$ cat config.mk
export PLATFORM = sky130hd
export DESIGN_NAME = mc_controller
export DESIGN_NICKNAME = d
export VERILOG_FILES = /design/src/rtl/mc_ctrl_pkg.sv /design/src/rtl/mc_ctrl_outdec.sv /design/src/rtl/mc_controller.sv
export SDC_FILE = /design/constraint.sdc
export NUM_CORES = 1
export LEC_CHECK = 0
export CELL_PAD_IN_SITES_DETAIL_PLACEMENT = 1
export CELL_PAD_IN_SITES_GLOBAL_PLACEMENT = 2
export CORE_UTILIZATION = 19
export DETAILED_ROUTE_END_ITERATION = 8
export PLACE_DENSITY = 0.77
export SLEW_MARGIN = 20
export SYNTH_ARGS = -nofsm -noshare
export SYNTH_HDL_FRONTEND = slang
export SYNTH_SLANG_ARGS = --single-unit
$ cat constraint.sdc
create_clock -name clk -period 1.5 [get_ports clk]
set_input_delay 0.15 -clock clk [delete_from_list [all_inputs] [get_ports clk]]
set_output_delay 0.15 -clock clk [all_outputs]
set_load 0.01 [all_outputs]
$ cat src/rtl/mc_ctrl_pkg.sv
// Shared definitions for the multicycle MIPS controller: state encoding,
// opcodes, ALU-decoder operation codes and datapath mux encodings.
package mc_ctrl_pkg;

    localparam int MC_STATE_W = 4;

    typedef enum logic [MC_STATE_W-1:0] {
        FETCH   = 4'd0,
        DECODE  = 4'd1,
        MEMADR  = 4'd2,
        MEMRD   = 4'd3,
        MEMWB   = 4'd4,
        MEMWR   = 4'd5,
        RTYPEEX = 4'd6,
        ALUWB   = 4'd7,
        BEQEX   = 4'd8,
        BNEEX   = 4'd9,
        ADDIEX  = 4'd10,
        LOGIEX  = 4'd11,
        IMMWB   = 4'd12,
        JEX     = 4'd13,
        TRAP    = 4'd14
    } state_t;

    localparam logic [5:0] OP_RTYPE = 6'b000000;
    localparam logic [5:0] OP_LW    = 6'b100011;
    localparam logic [5:0] OP_SW    = 6'b101011;
    localparam logic [5:0] OP_BEQ   = 6'b000100;
    localparam logic [5:0] OP_BNE   = 6'b000101;
    localparam logic [5:0] OP_ADDI  = 6'b001000;
    localparam logic [5:0] OP_ANDI  = 6'b001100;
    localparam logic [5:0] OP_ORI   = 6'b001101;
    localparam logic [5:0] OP_J     = 6'b000010;

    localparam logic [2:0] ALU_ADD   = 3'b000;
    localparam logic [2:0] ALU_SUB   = 3'b001;
    localparam logic [2:0] ALU_FUNCT = 3'b010;
    localparam logic [2:0] ALU_OR    = 3'b011;
    localparam logic [2:0] ALU_AND   = 3'b100;

    localparam logic [1:0] SRCB_REG   = 2'b00;
    localparam logic [1:0] SRCB_FOUR  = 2'b01;
    localparam logic [1:0] SRCB_IMM   = 2'b10;
    localparam logic [1:0] SRCB_IMMSH = 2'b11;

    localparam logic [1:0] PCSRC_ALU    = 2'b00;
    localparam logic [1:0] PCSRC_ALUOUT = 2'b01;
    localparam logic [1:0] PCSRC_JUMP   = 2'b10;

endpackage

$ cat src/rtl/mc_ctrl_outdec.sv
// State-to-control decoder for mc_controller. Purely combinational; every
// output here depends on the current state only (op merely selects and/or
// in LOGIEX, and op is stable from DECODE onward).
// Build option: MC_ILLEGAL_TRAP_EN adds the TRAP state decode (illegal=1).
module mc_ctrl_outdec
    import mc_ctrl_pkg::*;
#(
    parameter int ALUOP_W = 3,
    parameter int OP_W    = 6,
    parameter int STATE_W = 4
) (
    input  logic [STATE_W-1:0] state,
    input  logic [OP_W-1:0]    op,
    output logic               in_fetch,
    output logic               pcwrite_st,
    output logic               branch,
    output logic               branchbne,
    output logic               iord,
    output logic               memread,
    output logic               memwrite,
    output logic               regwrite,
    output logic               regdst,
    output logic               memtoreg,
    output logic               alusrca,
    output logic [1:0]         alusrcb,
    output logic [1:0]         pcsrc,
    output logic [ALUOP_W-1:0] aluop,
    output logic               immext,
    output logic               illegal
);

    function automatic logic [STATE_W-1:0] st(input state_t s);
        return STATE_W'(s);
    endfunction

    // Decode the current state into datapath controls; unlisted controls stay 0, aluop stays add
    always_comb begin
        in_fetch   = 1'b0;
        pcwrite_st = 1'b0;
        branch     = 1'b0;
        branchbne  = 1'b0;
        iord       = 1'b0;
        memread    = 1'b0;
        memwrite   = 1'b0;
        regwrite   = 1'b0;
        regdst     = 1'b0;
        memtoreg   = 1'b0;
        alusrca    = 1'b0;
        alusrcb    = SRCB_REG;
        pcsrc      = PCSRC_ALU;
        aluop      = ALUOP_W'(ALU_ADD);
        immext     = 1'b0;
        illegal    = 1'b0;
        case (state)
            st(FETCH): begin
                in_fetch = 1'b1;
                memread  = 1'b1;
                alusrcb  = SRCB_FOUR;
            end
            st(DECODE): alusrcb = SRCB_IMMSH;
            st(MEMADR): begin
                alusrca = 1'b1;
                alusrcb = SRCB_IMM;
            end
            st(MEMRD): begin
                iord    = 1'b1;
                memread = 1'b1;
            end
            st(MEMWB): begin
                regwrite = 1'b1;
                memtoreg = 1'b1;
            end
            st(MEMWR): begin
                iord     = 1'b1;
                memwrite = 1'b1;
            end
            st(RTYPEEX): begin
                alusrca = 1'b1;
                aluop   = ALUOP_W'(ALU_FUNCT);
            end
            st(ALUWB): begin
                regwrite = 1'b1;
                regdst   = 1'b1;
            end
            st(BEQEX), st(BNEEX): begin
                alusrca   = 1'b1;
                aluop     = ALUOP_W'(ALU_SUB);
                pcsrc     = PCSRC_ALUOUT;
                branch    = (state == st(BEQEX));
                branchbne = (state == st(BNEEX));
            end
            st(ADDIEX): begin
                alusrca = 1'b1;
                alusrcb = SRCB_IMM;
            end
            st(LOGIEX): begin
                alusrca = 1'b1;
                alusrcb = SRCB_IMM;
                immext  = 1'b1;
                aluop   = (op == OP_W'(OP_ORI)) ? ALUOP_W'(ALU_OR) : ALUOP_W'(ALU_AND);
            end
            st(IMMWB): regwrite = 1'b1;
            st(JEX): begin
                pcsrc      = PCSRC_JUMP;
                pcwrite_st = 1'b1;
            end
`ifdef MC_ILLEGAL_TRAP_EN
            st(TRAP): illegal = 1'b1;
`endif
            default: ;
        endcase
    end

endmodule

$ cat src/rtl/mc_controller.sv
// Multicycle MIPS main controller: sequences each instruction over 3-5
// cycles with memory wait states. pcen and irwrite are the only outputs
// that react combinationally to zero/mem_ready; the rest follow the state.
// Build option: MC_ILLEGAL_TRAP_EN sends unknown opcodes to a sticky TRAP
// state; otherwise they fall back to FETCH as a 2-cycle NOP.
module mc_controller
    import mc_ctrl_pkg::*;
#(
    parameter int ALUOP_W = 3,
    parameter int OP_W    = 6,
    parameter int STATE_W = 4
) (
    input  logic               clk,
    input  logic               reset,
    input  logic [OP_W-1:0]    op,
    input  logic               zero,
    input  logic               mem_ready,
    output logic               pcen,
    output logic               iord,
    output logic               memread,
    output logic               memwrite,
    output logic               irwrite,
    output logic               regwrite,
    output logic               regdst,
    output logic               memtoreg,
    output logic               alusrca,
    output logic [1:0]         alusrcb,
    output logic [1:0]         pcsrc,
    output logic [ALUOP_W-1:0] aluop,
    output logic               immext,
    output logic               illegal
);

    function automatic logic [STATE_W-1:0] st(input state_t s);
        return STATE_W'(s);
    endfunction

    logic [STATE_W-1:0] state_q;
    logic [STATE_W-1:0] state_d;
    logic               in_fetch;
    logic               pcwrite_st;
    logic               branch;
    logic               branchbne;
    logic               pcwrite;

    // Next-state sequencing; unreachable encodings recover to FETCH
    always_comb begin
        state_d = st(FETCH);
        case (state_q)
            st(FETCH):   state_d = mem_ready ? st(DECODE) : st(FETCH);
            st(DECODE): begin
                case (op)
                    OP_W'(OP_LW), OP_W'(OP_SW):   state_d = st(MEMADR);
                    OP_W'(OP_RTYPE):              state_d = st(RTYPEEX);
                    OP_W'(OP_BEQ):                state_d = st(BEQEX);
                    OP_W'(OP_BNE):                state_d = st(BNEEX);
                    OP_W'(OP_ADDI):               state_d = st(ADDIEX);
                    OP_W'(OP_ANDI), OP_W'(OP_ORI): state_d = st(LOGIEX);
                    OP_W'(OP_J):                  state_d = st(JEX);
`ifdef MC_ILLEGAL_TRAP_EN
                    default:                      state_d = st(TRAP);
`else
                    default:                      state_d = st(FETCH);
`endif
                endcase
            end
            st(MEMADR): begin
                if (op == OP_W'(OP_LW)) begin
                    state_d = st(MEMRD);
                end else if (op == OP_W'(OP_SW)) begin
                    state_d = st(MEMWR);
                end else begin
                    state_d = st(FETCH);
                end
            end
            st(MEMRD):   state_d = mem_ready ? st(MEMWB) : st(MEMRD);
            st(MEMWR):   state_d = mem_ready ? st(FETCH) : st(MEMWR);
            st(RTYPEEX): state_d = st(ALUWB);
            st(ADDIEX),
            st(LOGIEX):  state_d = st(IMMWB);
`ifdef MC_ILLEGAL_TRAP_EN
            st(TRAP):    state_d = st(TRAP);
`endif
            default:     state_d = st(FETCH);
        endcase
    end

    // State register; reset aborts any instruction in flight
    always_ff @(posedge clk or posedge reset) begin
        if (reset) begin
            state_q <= st(FETCH);
        end else begin
            state_q <= state_d;
        end
    end

    mc_ctrl_outdec #(
        .ALUOP_W (ALUOP_W),
        .OP_W    (OP_W),
        .STATE_W (STATE_W)
    ) u_outdec (
        .state      (state_q),
        .op         (op),
        .in_fetch   (in_fetch),
        .pcwrite_st (pcwrite_st),
        .branch     (branch),
        .branchbne  (branchbne),
        .iord       (iord),
        .memread    (memread),
        .memwrite   (memwrite),
        .regwrite   (regwrite),
        .regdst     (regdst),
        .memtoreg   (memtoreg),
        .alusrca    (alusrca),
        .alusrcb    (alusrcb),
        .pcsrc      (pcsrc),
        .aluop      (aluop),
        .immext     (immext),
        .illegal    (illegal)
    );

    // Mealy enables: fetch completes only on mem_ready, branches follow zero,
    // and nothing may write while reset is held
    always_comb begin
        pcwrite = pcwrite_st | (in_fetch & mem_ready);
        irwrite = ~reset & in_fetch & mem_ready;
        pcen    = ~reset & (pcwrite | (branch & zero) | (branchbne & ~zero));
    end

endmodule

# Word-level counts from Yosys, hierarchy flattened
# Cells that the tools add are included.
[op_classes]
n_eq_ne = 21
n_mux = 23
n_bitwise = 11
reduce_logical = 11
[op_table]
columns = ["op", "count"]
rows = [
  ["$pmux 4 s7", 2],
  ["$eq 4x4->1 const B", 6],
  ["$eq 6x4->1 const B", 3],
  ["$eq 4x3->1 const B", 4],
  ["$mux 3", 5],
  ["$mux 1", 13],
  ["$eq 6x3->1 const B", 2],
  ["$eq 6x6->1 const B", 2],
  ["$reduce_or 2->1", 6],
  ["$pmux 3 s3", 1],
  ["$eq 4x2->1 const B", 2],
  ["$and 1x1->1", 6],
  ["$eq 6x2->1 const B", 1],
  ["$logic_not 6->1", 1],
  ["$pmux 2 s3", 1],
  ["$reduce_or 3->1", 2],
  ["$reduce_or 6->1", 1],
  ["$eq 4x1->1 const B", 1],
  ["$logic_not 4->1", 1],
  ["$pmux 2 s2", 1],
  ["$or 1x1->1", 3],
  ["$not 1->1", 2],
]
[totals]
reg_bits = 4
output_inout_bits = 18
elab_cells = 67

# Longest topological paths before layout
# Gate-level depths: netlist of the first run.
[depth]
word_depth = 7
depth_mapped = 5

# Hierarchy
# From an unflattened synthesis of the first run, not the netlist that was laid out.
[hier_totals]
hier_cells = 90
hier_area_um2 = 631.9
[modules_own_cells]
columns = ["mod", "n_inst", "cells_per_inst", "area_per_inst_um2", "seq_area_each_um2"]
rows = [
  ["mc_controller", 1, 52, 397.9, 100.1],
  ["mc_ctrl_outdec", 1, 38, 234.0, 0.0],
]

# Least setup slack after synthesis of the first run
# No wires, ideal clock.
[synth_path]
path_type = "register to output"
start = "reg state_q[0]"
end = "out pcen"
arrival_ns = 1.127
path_slack_ns = 0.223
stages_incl_launch_ff = 6
n_path_buf = 1
cell_sequence = "dfrtp_1 > buf_2 > inv_1 > xnor2_1 > a32oi_1 > nor3_1"
[synth_via]
elab_chain_len = 7
[synth_lines]
columns = ["item", "line_no", "rtl"]
rows = [
  ["start: declaration", "mc_controller.sv:38", "logic [STATE_W-1:0] state_q;"],
  ["start signal: assignment", "mc_controller.sv:91", "state_q <= st(FETCH);"],
  ["start signal: assignment", "mc_controller.sv:93", "state_q <= state_d;"],
  ["$eq 4x4->1, or another cell as far along", "mc_ctrl_outdec.sv:54, mc_ctrl_outdec.sv:90", ""],
  ["$reduce_or 2->1 or $mux 1 (tied branches)", "mc_ctrl_outdec.sv:54", "case (state)"],
  ["$mux 1 or $and 1x1->1 (tied branches)", "mc_ctrl_outdec.sv:54, mc_controller.sv:125", ""],
  ["$and 1x1->1 or $or 1x1->1 (tied branches)", "mc_controller.sv:127, mc_controller.sv:125", ""],
  ["$or 1x1->1", "mc_controller.sv:127", "pcen = ~reset & (pcwrite | (branch & zero) | (branchbne & ~zero));"],
  ["$or 1x1->1 (*)", "mc_controller.sv:127", ""],
  ["$and 1x1->1 (*)", "mc_controller.sv:127", ""],
  ["end: declaration", "mc_controller.sv:18", "output logic pcen,"],
]
# Mark *: on every way between the ends. The rest lies on a longest branch, timed or not.

# Worst setup path after layout of the first run
[layout_path]
start = "reg state_q[2]"
end = "out irwrite"
[layout_via]
elab_chain_len = 4
[layout_lines]
columns = ["item", "line_no", "rtl"]
rows = [
  ["$logic_not 4->1", "mc_ctrl_outdec.sv:54", ""],
  ["$mux 1", "mc_ctrl_outdec.sv:54", ""],
  ["$and 1x1->1 (2 in a row)", "mc_controller.sv:126", "irwrite = ~reset & in_fetch & mem_ready;"],
  ["end: declaration", "mc_controller.sv:22", "output logic irwrite,"],
]
# No other way between the ends.

==> impl_metrics.env, run 1 <==
export IMPL_status="finished, violations left"
export IMPL_violations="setup timing"
export IMPL_slowest_stage="dfrtp_2"
export IMPL_p_seq_share_pct=22.6
export IMPL_internal_power_uw=371
export IMPL_critPathKind="flip-flop to output port"
export IMPL_cts_root_buffer="clkbuf_4"
export IMPL_p_switching_uw=184
export IMPL_p_leak_nw=0.559
export IMPL_drt_iter0_markers=8
export IMPL_core_um2=2730
export IMPL_num_antenna_cells=0
export IMPL_nets=150
export IMPL_vias=767
export IMPL_syn2layout_area_growth_pct=102
export IMPL_dieArea_um2=3080
export IMPL_yosysUniqueCellTypes=33
export IMPL_layout_top_registers="state_q: 4 flops"
export IMPL_clk_pin_slew_worst_paths_ns=0.04
export IMPL_routed_wl_um=2100
export IMPL_final_core_util_pct=40.2
export IMPL_final_cell_mix="buf_4, nor2_1, buf_2, nor3_1"
export IMPL_yosys_area_share_xor_xnor_pct=4.83
export IMPL_start_kind="flip-flop"
export IMPL_cp_top_family="flip-flops"
export IMPL_rsz0062_at_grt="true"
export IMPL_start_util_pct=19.9
export IMPL_numCtsBuffers=3
export IMPL_timing_final_crit_share_pct=104
export IMPL_grt_pass1_wl_um=3290
export IMPL_gp_congestion=0.771
export IMPL_grtUsageTotal_pct=13.5
export IMPL_die_w_um=55.5
export IMPL_combPwrFrac_pct=54.1
export IMPL_cts_htree_levels=1
export IMPL_port_buffers=26
export IMPL_critPathArrivalTime_ns=1.41
export IMPL_cp_buffers_inverters=2
export IMPL_drv_cap=0
export IMPL_grtUsageMet2_pct=25.6
export IMPL_clock_latency_ns=0.23
export IMPL_gr_usage_met1_pct=14.6
export IMPL_cts_path_max_buffers=2
export IMPL_cp_max_fo=5
export IMPL_route_detailed_drc=0
export IMPL_overflow=0
export IMPL_regArea_um2=104
export IMPL_period_needed_ns=1.56
export IMPL_routedWlPerCell_um=12.4
export IMPL_postSynthCellCount=80
export IMPL_peakVddDrop_mv=0.229
export IMPL_grt_busiest_layer="met2"
export IMPL_dieHeight_um=55.5
export IMPL_endpoint_kind="output port"
export IMPL_vias_per_cell=4.54
export IMPL_fmax_mhz=642
export IMPL_first_pass_iters=3
export IMPL_hold_viol_final=0
export IMPL_mostFrequentLayoutCell="buf_4"
export IMPL_synthAdderAreaFrac_pct=0
export IMPL_fin_ws_ns=-0.0573
export IMPL_report_final_slew_viol_count=0
export IMPL_hold_class="input pin to asynchronous set/reset pin"
export IMPL_drive_gt1_share_pct=50.0
export IMPL_cts_tree="done"
export IMPL_avgSynthCellArea_um2=6.80
export IMPL_pwr_density_cell_nw_per_um2=505
export IMPL_grt_pass1_vias=780
export IMPL_yosysWarnings=0
export IMPL_dp_hpwl_um=1670
export IMPL_synth_compound_area_share_pct=20.9
export IMPL_rrSetupSlack_ns=0.08
export IMPL_whs_ns=0.175
export IMPL_synth_simple_area_share_pct=44.6
export IMPL_crit_path_cell_trace="buf_6 -> nor2_2 -> nand3_1 -> nor2_1 -> clkdlybuf4s15_2"
export IMPL_setup_viol=2
export IMPL_cpPeakStageDelay_ns=0.43
export IMPL_syn_nets=90
export IMPL_synth_seq_cells=4
export IMPL_grt_max_degree=9
export IMPL_ant_nets=0
export IMPL_synthMuxAreaShare_pct=2.07
export IMPL_clock_sinks=4
export IMPL_synth_top_family_by_area="simple AND/OR/NAND/NOR gates"
export IMPL_io_pins=28
export IMPL_multi_input_area_um2=453
export IMPL_regMostFlops="state_q"
export IMPL_cts_hold_buf=0
export IMPL_syn_cell_area_um2=544
export IMPL_p_clk_share_pct=23.2
export IMPL_yosysSeqAreaShare_pct=18.4
export IMPL_required_ns=1.35
export IMPL_rows=19
export IMPL_fill_cells=353
export IMPL_largest_reg_flops=4
export IMPL_dp_worst_setup_slack_ns=-0.447
export IMPL_finClkSkew_ns=0.00316
export IMPL_use_met3_pct=1.64
export IMPL_swShare_pct=33.2
export IMPL_antenna_found_initial=0
worst register-to-register path, cell delays in order, from the launching register on:
cell and delay (ns):
dfrtp_1 0.40, buf_6 0.15, buf_4 0.14, a21oi_1 0.13
nor2_1 0.06, o21ai_0 0.27, nand3_1 0.12
power groups by stage:
stage	clock [mW]	combinational, mW	sequential (mW)
after floorplan	0	0.120	0.120
after global placement	0	0.282	0.124
after detailed placement	0	0.287	0.124
after CTS	0.138	0.280	0.125
after global routing	0.142	0.325	0.126
final	0.129	0.300	0.126
kinds of logic (layout without fill, tap and decap cells):
logic type      Yosys count  after routing
flops                     4              4
buf+inv                   8             66
mux                       1              1
other cells               1              1
simple gates             45             45
compound gates           18             18
xor+xnor                  3              3
worst paths after layout:
check | startpoint | endpoint | depth (start not counted)
setup / recovery | state_q[2]$_DFF_PP0_ | irwrite | 5
max in group asynchronous | reset | state_q[2]$_DFF_PP0_ | 2
setup reg to reg | state_q[0]$_DFF_PP0_ | state_q[2]$_DFF_PP0_ | 6
min in group clk | op[3] | state_q[2]$_DFF_PP0_ | 4
hold reg to reg | state_q[1]$_DFF_PP0_ | state_q[1]$_DFF_PP0_ | 4
hold / removal | reset | state_q[3]$_DFF_PP0_ | 2
layout make-up:
| class | count | area share (%) |
|---|---|---|
| Clock buffer | 3 | 2.05 |
| Inverter | 3 | 1.03 |
| Multi-Input combinational cell | 68 | 41.2 |
| Sequential cell | 4 | 9.45 |
| Tap cell | 31 | 3.53 |
| Timing Repair Buffer | 60 | 42.7 |
metrics by stage:
step | total power, mW | TNS, ns | std cells | instance area (um^2)
3_3_place_gp | 0.406 | -2.34 | 160 | 1030
6_report | 0.555 | -0.0686 | 169 | 1100
4_1_cts | 0.543 | -0.193 | 165 | 1070
2_1_floorplan | 0.240 | 0 | 80 | 544
3_5_place_dp | 0.412 | -2.81 | 160 | 1030
5_1_grt | 0.594 | -0.269 | 169 | 1100
layer usage:
metal  vias up  part of all wire [%]
li1        400                     -
met1       345                    43
met2        20                    52
met3         2                   4.0
met4         0                   1.0
met5         -                     0
cells in the mapped netlist (all sizes together):
| library cell | instances | area (um^2) |
|---|---|---|
| inv | 3 | 11.3 |
| o21a | 1 | 7.51 |
| a32oi | 1 | 8.76 |
| a22o | 1 | 8.76 |
| buf | 4 | 31.3 |
| or4b | 1 | 10.0 |
| mux2 | 1 | 11.3 |
| nor4 | 1 | 6.26 |
| nand4 | 1 | 6.26 |
| nor2b | 3 | 18.8 |
| a21oi | 4 | 20.0 |
| a21o | 2 | 15.0 |
| a41oi | 1 | 8.76 |
| o31a | 1 | 8.76 |
| nor2 | 16 | 60.1 |
| conb | 1 | 3.75 |
| nor3b | 1 | 18.8 |
| xnor2 | 3 | 26.3 |
| nand2 | 4 | 15.0 |
| nand4b | 2 | 17.5 |
| dfrtp | 4 | 100 |
| nor3 | 8 | 40.0 |
| clkbuf | 1 | 3.75 |
| nand3 | 2 | 10.0 |
| nand3b | 1 | 7.51 |
| nand2b | 3 | 18.8 |
| and2b | 1 | 7.51 |
| a31oi | 1 | 6.26 |
| and3 | 1 | 6.26 |
| o21ai | 6 | 30.0 |
timing repair:
action | CTS | global route
pin swaps | 1 | 1
endpoints found under the hold margin | 0 | 0
gates resized for setup | 65 | 17
buffers inserted | 2 | 4
setup endpoints to repair | 17 | 14
Power figures use the tool's default switching activity.
==> inputs of run 2 (changes only) <==
Settings changed: SKIP_LAST_GASP set to 1.
==> run 2 against run 1 <==
Effect of this change:
- the run still ends with setup timing left
- design area up 1.8%
- critical endpoint is now pcen
- count of clock-buffer cells in the layout unchanged
- combinational power up 1%
- die area unchanged
==> impl_metrics.env, run 2 (same netlist as run 1, synthesis figures left out) <==
export IMPL_rr_endpoint="state_q[2]$_DFF_PP0_"
export IMPL_first_pass_iters=2
export IMPL_rrSetupSlack_ns=0.09
export IMPL_required_ns=1.35
export IMPL_drive_gt1_share_pct=48.6
export IMPL_hold_viol_final=0
export IMPL_grtUsageTotal_pct=13.4
export IMPL_io_pins=28
export IMPL_rows=19
export IMPL_port_buffers=26
export IMPL_fill_cells=344
export IMPL_numCtsBuffers=3
export IMPL_whs_ns=0.171
export IMPL_gp_congestion=0.771
export IMPL_routed_wl_um=2090
export IMPL_grt_pass1_wl_um=3250
export IMPL_dieArea_um2=3080
export IMPL_clk_pin_slew_worst_paths_ns=0.04
export IMPL_peakVddDrop_mv=0.256
export IMPL_num_antenna_cells=0
export IMPL_cts_hold_buf=0
export IMPL_critPathArrivalTime_ns=1.41
export IMPL_final_cell_mix="buf_4, nor2_1, buf_2, nor3_1"
export IMPL_cp_max_fo=5
export IMPL_start_kind="flip-flop"
export IMPL_layout_top_registers="state_q: 4 flops"
export IMPL_syn2layout_area_growth_pct=106
export IMPL_grt_max_degree=9
export IMPL_period_needed_ns=1.56
export IMPL_hold_class="input pin to asynchronous set/reset pin"
export IMPL_routedWlPerCell_um=12.4
export IMPL_status="finished, violations left"
export IMPL_core_um2=2730
export IMPL_ant_nets=0
export IMPL_overflow=0
export IMPL_clock_latency_ns=0.23
export IMPL_vias=789
export IMPL_fmax_mhz=642
export IMPL_mostFrequentLayoutCell="buf_4"
export IMPL_r2r_cells=6
export IMPL_violations="setup timing"
export IMPL_r2r_start="state_q[0]$_DFF_PP0_"
export IMPL_cts_path_max_buffers=2
export IMPL_dp_hpwl_um=1670
export IMPL_regMostFlops="state_q"
export IMPL_vias_per_cell=4.67
export IMPL_start_util_pct=19.9
export IMPL_dieHeight_um=55.5
export IMPL_cts_root_buffer="clkbuf_4"
export IMPL_setup_viol=2
export IMPL_die_w_um=55.5
export IMPL_rsz0062_at_grt="true"
export IMPL_largest_reg_flops=4
export IMPL_cts_tree="done"
export IMPL_drt_iter0_markers=17
export IMPL_critPathKind="flip-flop to output port"
export IMPL_fin_ws_ns=-0.0578
export IMPL_report_final_slew_viol_count=0
export IMPL_p_leak_nw=0.584
export IMPL_endpoint_kind="output port"
export IMPL_pwr_density_cell_nw_per_um2=499
export IMPL_nets=150
export IMPL_fin_setup_tns_ns=-0.0658
export IMPL_antenna_found_initial=0
export IMPL_dp_worst_setup_slack_ns=-0.447
export IMPL_final_core_util_pct=40.9
export IMPL_route_detailed_drc=0
export IMPL_drv_cap=0
export IMPL_clock_sinks=4
export IMPL_grt_pass1_vias=769
export IMPL_finClkSkew_ns=0.00347
export IMPL_cts_htree_levels=1
export IMPL_timing_final_crit_share_pct=104
==> run 2: area by class of cell <==
class,count,area (um^2),share of cell area (%)
Timing Repair Buffer,60,489,43.7
Multi-Input combinational cell,68,453,40.5
Sequential cell,4,104,9.28
Tap cell,31,38.8,3.47
Clock buffer,3,22.5,2.01
Inverter,3,11.3,1.01
==> run 2: where the power goes <==
part           switching (mW)  leakage, nW  internal, mW
registers              0.0103       0.0492         0.115
logic                   0.135        0.521         0.169
clock network          0.0399       0.0138        0.0892
==> run 2: through the flow <==
stage               area (um^2)  total power, mW  cells
detailed placement         1030            0.412    160
finish                     1120            0.558    169
global route               1120            0.596    169
global placement           1030            0.406    160
floorplan                   544            0.240     80
CTS                        1060            0.546    165
==> run 2: routing by layer <==
layer	track usage (%)	wire [um]	up-vias
met3	1.64	92	2
met5	0	0	-
met2	25.5	1050	22
met1	14.3	931	362
li1	-	-	403
met4	6.43	22	0
==> run 2: how the worst max path moves through the flow <==
stage,startpoint,to,slack (ns),depth (start not counted)
after floorplan,state_q[0]$_DFF_PP0_,pcen,0.22,5
after global placement,op[4],aluop[0],-0.41,6
after detailed placement,op[0],aluop[1],-0.45,6
after CTS,state_q[2]$_DFF_PP0_,pcen,-0.18,6
after global routing,state_q[2]$_DFF_PP0_,pcen,-0.15,6
final,state_q[2]$_DFF_PP0_,pcen,-0.06,6
==> run 2: repair_timing <==
action / in CTS / in global routing
pin swaps: 1 / 4
endpoints found under the setup margin: 17 / 13
resized for setup: 50 / 27
setup buffers: 2 / 4
==> run 2: critical path: stages (launching register included) <==
cell and delay (ns):
dfrtp_2 0.43, buf_6 0.14, nor2b_4 0.10, xnor2_1 0.11, a32oi_1 0.07, nor3_1 0.18
buf_2 0.15
==> inputs of run 3 (changes only) <==
Settings changed: CORE_ASPECT_RATIO set to 2, GPL_TIMING_DRIVEN set to 0.
==> run 3 against run 2 <==
Effect of this change:
- the flow still finishes with violations (setup timing)
- worst setup slack improved by 0.0065 ns
- global-route usage rose by 2.5 points
- wire length rose by 6.4%
- count of clock-buffer cells in the layout did not move
- via count fell by 2.7%
- critical path type unchanged
- largest power group unchanged
==> impl_metrics.env, run 3 (same netlist as run 1, synthesis figures left out) <==
export IMPL_status="finished, violations left"
export IMPL_violations="setup timing"
export IMPL_grt_pass1_vias=827
export IMPL_placed_cells=135
export IMPL_report_final_slew_viol_count=0
export IMPL_rsz0062_at_grt="true"
export IMPL_port_buffers=26
export IMPL_ant_nets=0
export IMPL_peakVddDrop_mv=0.309
export IMPL_hold_class="input pin to asynchronous set/reset pin"
export IMPL_period_needed_ns=1.55
export IMPL_grtUsageTotal_pct=15.8
export IMPL_grt_pass1_wl_um=3550
export IMPL_clock_latency_ns=0.22
export IMPL_fin_ws_ns=-0.0513
export IMPL_rr_endpoint="state_q[0]$_DFF_PP0_"
export IMPL_vias_per_cell=5.12
export IMPL_antenna_found_initial=0
export IMPL_fill_cells=337
export IMPL_io_pins=28
export IMPL_hold_viol_final=0
export IMPL_r2r_start="state_q[0]$_DFF_PP0_"
export IMPL_syn2layout_area_growth_pct=94.5
export IMPL_drive_gt1_share_pct=49.6
export IMPL_dp_worst_setup_slack_ns=-0.696
export IMPL_crit_path_start="state_q[3]$_DFF_PP0_"
export IMPL_gp_congestion=0.920
export IMPL_cts_htree_levels=1
export IMPL_core_um2=2740
export IMPL_rows=27
export IMPL_routedWlPerCell_um=14.8
export IMPL_dp_hpwl_um=1590
export IMPL_required_ns=1.35
export IMPL_drv_cap=0
export IMPL_fin_setup_tns_ns=-0.0716
export IMPL_regMostFlops="state_q"
export IMPL_pwr_density_cell_nw_per_um2=591
export IMPL_grt_max_degree=11
export IMPL_start_util_pct=19.9
export IMPL_dieArea_um2=3100
export IMPL_r2r_cells=5
export IMPL_die_w_um=39.8
export IMPL_start_kind="flip-flop"
export IMPL_numCtsBuffers=3
export IMPL_first_pass_iters=4
export IMPL_dieHeight_um=77.7
export IMPL_rrSetupSlack_ns=0.04
export IMPL_clock_sinks=4
export IMPL_final_cells=150
export IMPL_drt_iter0_markers=9
export IMPL_critPathArrivalTime_ns=1.40
export IMPL_cts_path_max_buffers=2
export IMPL_setup_viol=2
export IMPL_mostFrequentLayoutCell="buf_4"
export IMPL_layout_top_registers="state_q: 4 flops"
export IMPL_clk_pin_slew_worst_paths_ns=0.03
export IMPL_finClkSkew_ns=0.000640
export IMPL_route_detailed_drc=0
export IMPL_cp_max_fo=7
export IMPL_timing_final_crit_share_pct=103
export IMPL_num_antenna_cells=0
export IMPL_nets=133
export IMPL_final_cell_mix="buf_4, nor2_1, buf_2, clkbuf_2"
export IMPL_fmax_mhz=645
export IMPL_largest_reg_flops=4
export IMPL_critPathKind="flip-flop to output port"
export IMPL_vias=768
export IMPL_cts_tree="done"
export IMPL_p_leak_nw=0.534
export IMPL_overflow=0
export IMPL_final_core_util_pct=38.7
export IMPL_cts_root_buffer="clkbuf_8"
export IMPL_routed_wl_um=2230
export IMPL_critical_path_endpoint="pcen"
export IMPL_endpoint_kind="output port"
==> run 3: routing by layer <==
metal | global-route usage, % | vias to the layer above | part of all wire (%)
met4 | 7.93 | 0 | 4.1
met2 | 28.2 | 27 | 57
li1 | - | 367 | -
met5 | 0 | - | 0
met3 | 1.71 | 10 | 3.3
met1 | 16.5 | 364 | 35
==> run 3: repair_timing <==
action,4_1_cts,5_1_grt
hold buffers,0,0
endpoints found under the setup margin,17,17
gates resized for setup,70,36
pin swaps,3,5
buffers inserted,7,5
==> run 3: worst min-delay path by stage <==
stage,from,to,slack (ns),cells after the start
detailed placement,reset,state_q[2]$_DFF_PP0_,0.41,2
finish,reset,state_q[2]$_DFF_PP0_,0.18,2
global placement,reset,state_q[0]$_DFF_PP0_,0.41,2
global route,reset,state_q[0]$_DFF_PP0_,0.19,2
floorplan,reset,state_q[0]$_DFF_PP0_,-0.08,1
CTS,reset,state_q[0]$_DFF_PP0_,0.19,2
==> run 3: report_power, final <==
part | internal (mW) | switching [mW] | leakage [nW] | total (mW)
sequential | 0.115 | 0.00914 | 0.0492 | 0.125
clock | 0.171 | 0.0550 | 0.0216 | 0.226
combinational | 0.129 | 0.146 | 0.463 | 0.275
total | 0.416 | 0.210 | 0.534 | 0.626
==> run 3: area by class of cell <==
class,instances,area [um^2],area share (%)
inverter,3,16.3,1.54
sequential,4,104,9.81
tap,29,36.3,3.43
multi-input combinational,68,514,48.6
clock buffer,3,41.3,3.90
timing repair buffer,38,290,27.4
buffer,5,56.3,5.32
==> run 3: worst max-delay path, stage by stage (launching register included) <==
cell,delay (ns)
dfrtp_2,0.43
buf_8,0.14
buf_6,0.11
nor2_4,0.10
a32oi_1,0.11
nor3_1,0.13
buf_2,0.15
==> run 3: stage by stage <==
| stage | instance area [um^2] | hold WS [ns] | power (mW) |
|---|---|---|---|
| after floorplan | 544 | -0.0839 | 0.240 |
| after global placement | 841 | 0.410 | 0.344 |
| after detailed placement | 841 | 0.412 | 0.348 |
| after CTS | 973 | 0.189 | 0.600 |
| after global routing | 1060 | 0.190 | 0.666 |
| final | 1060 | 0.179 | 0.626 |
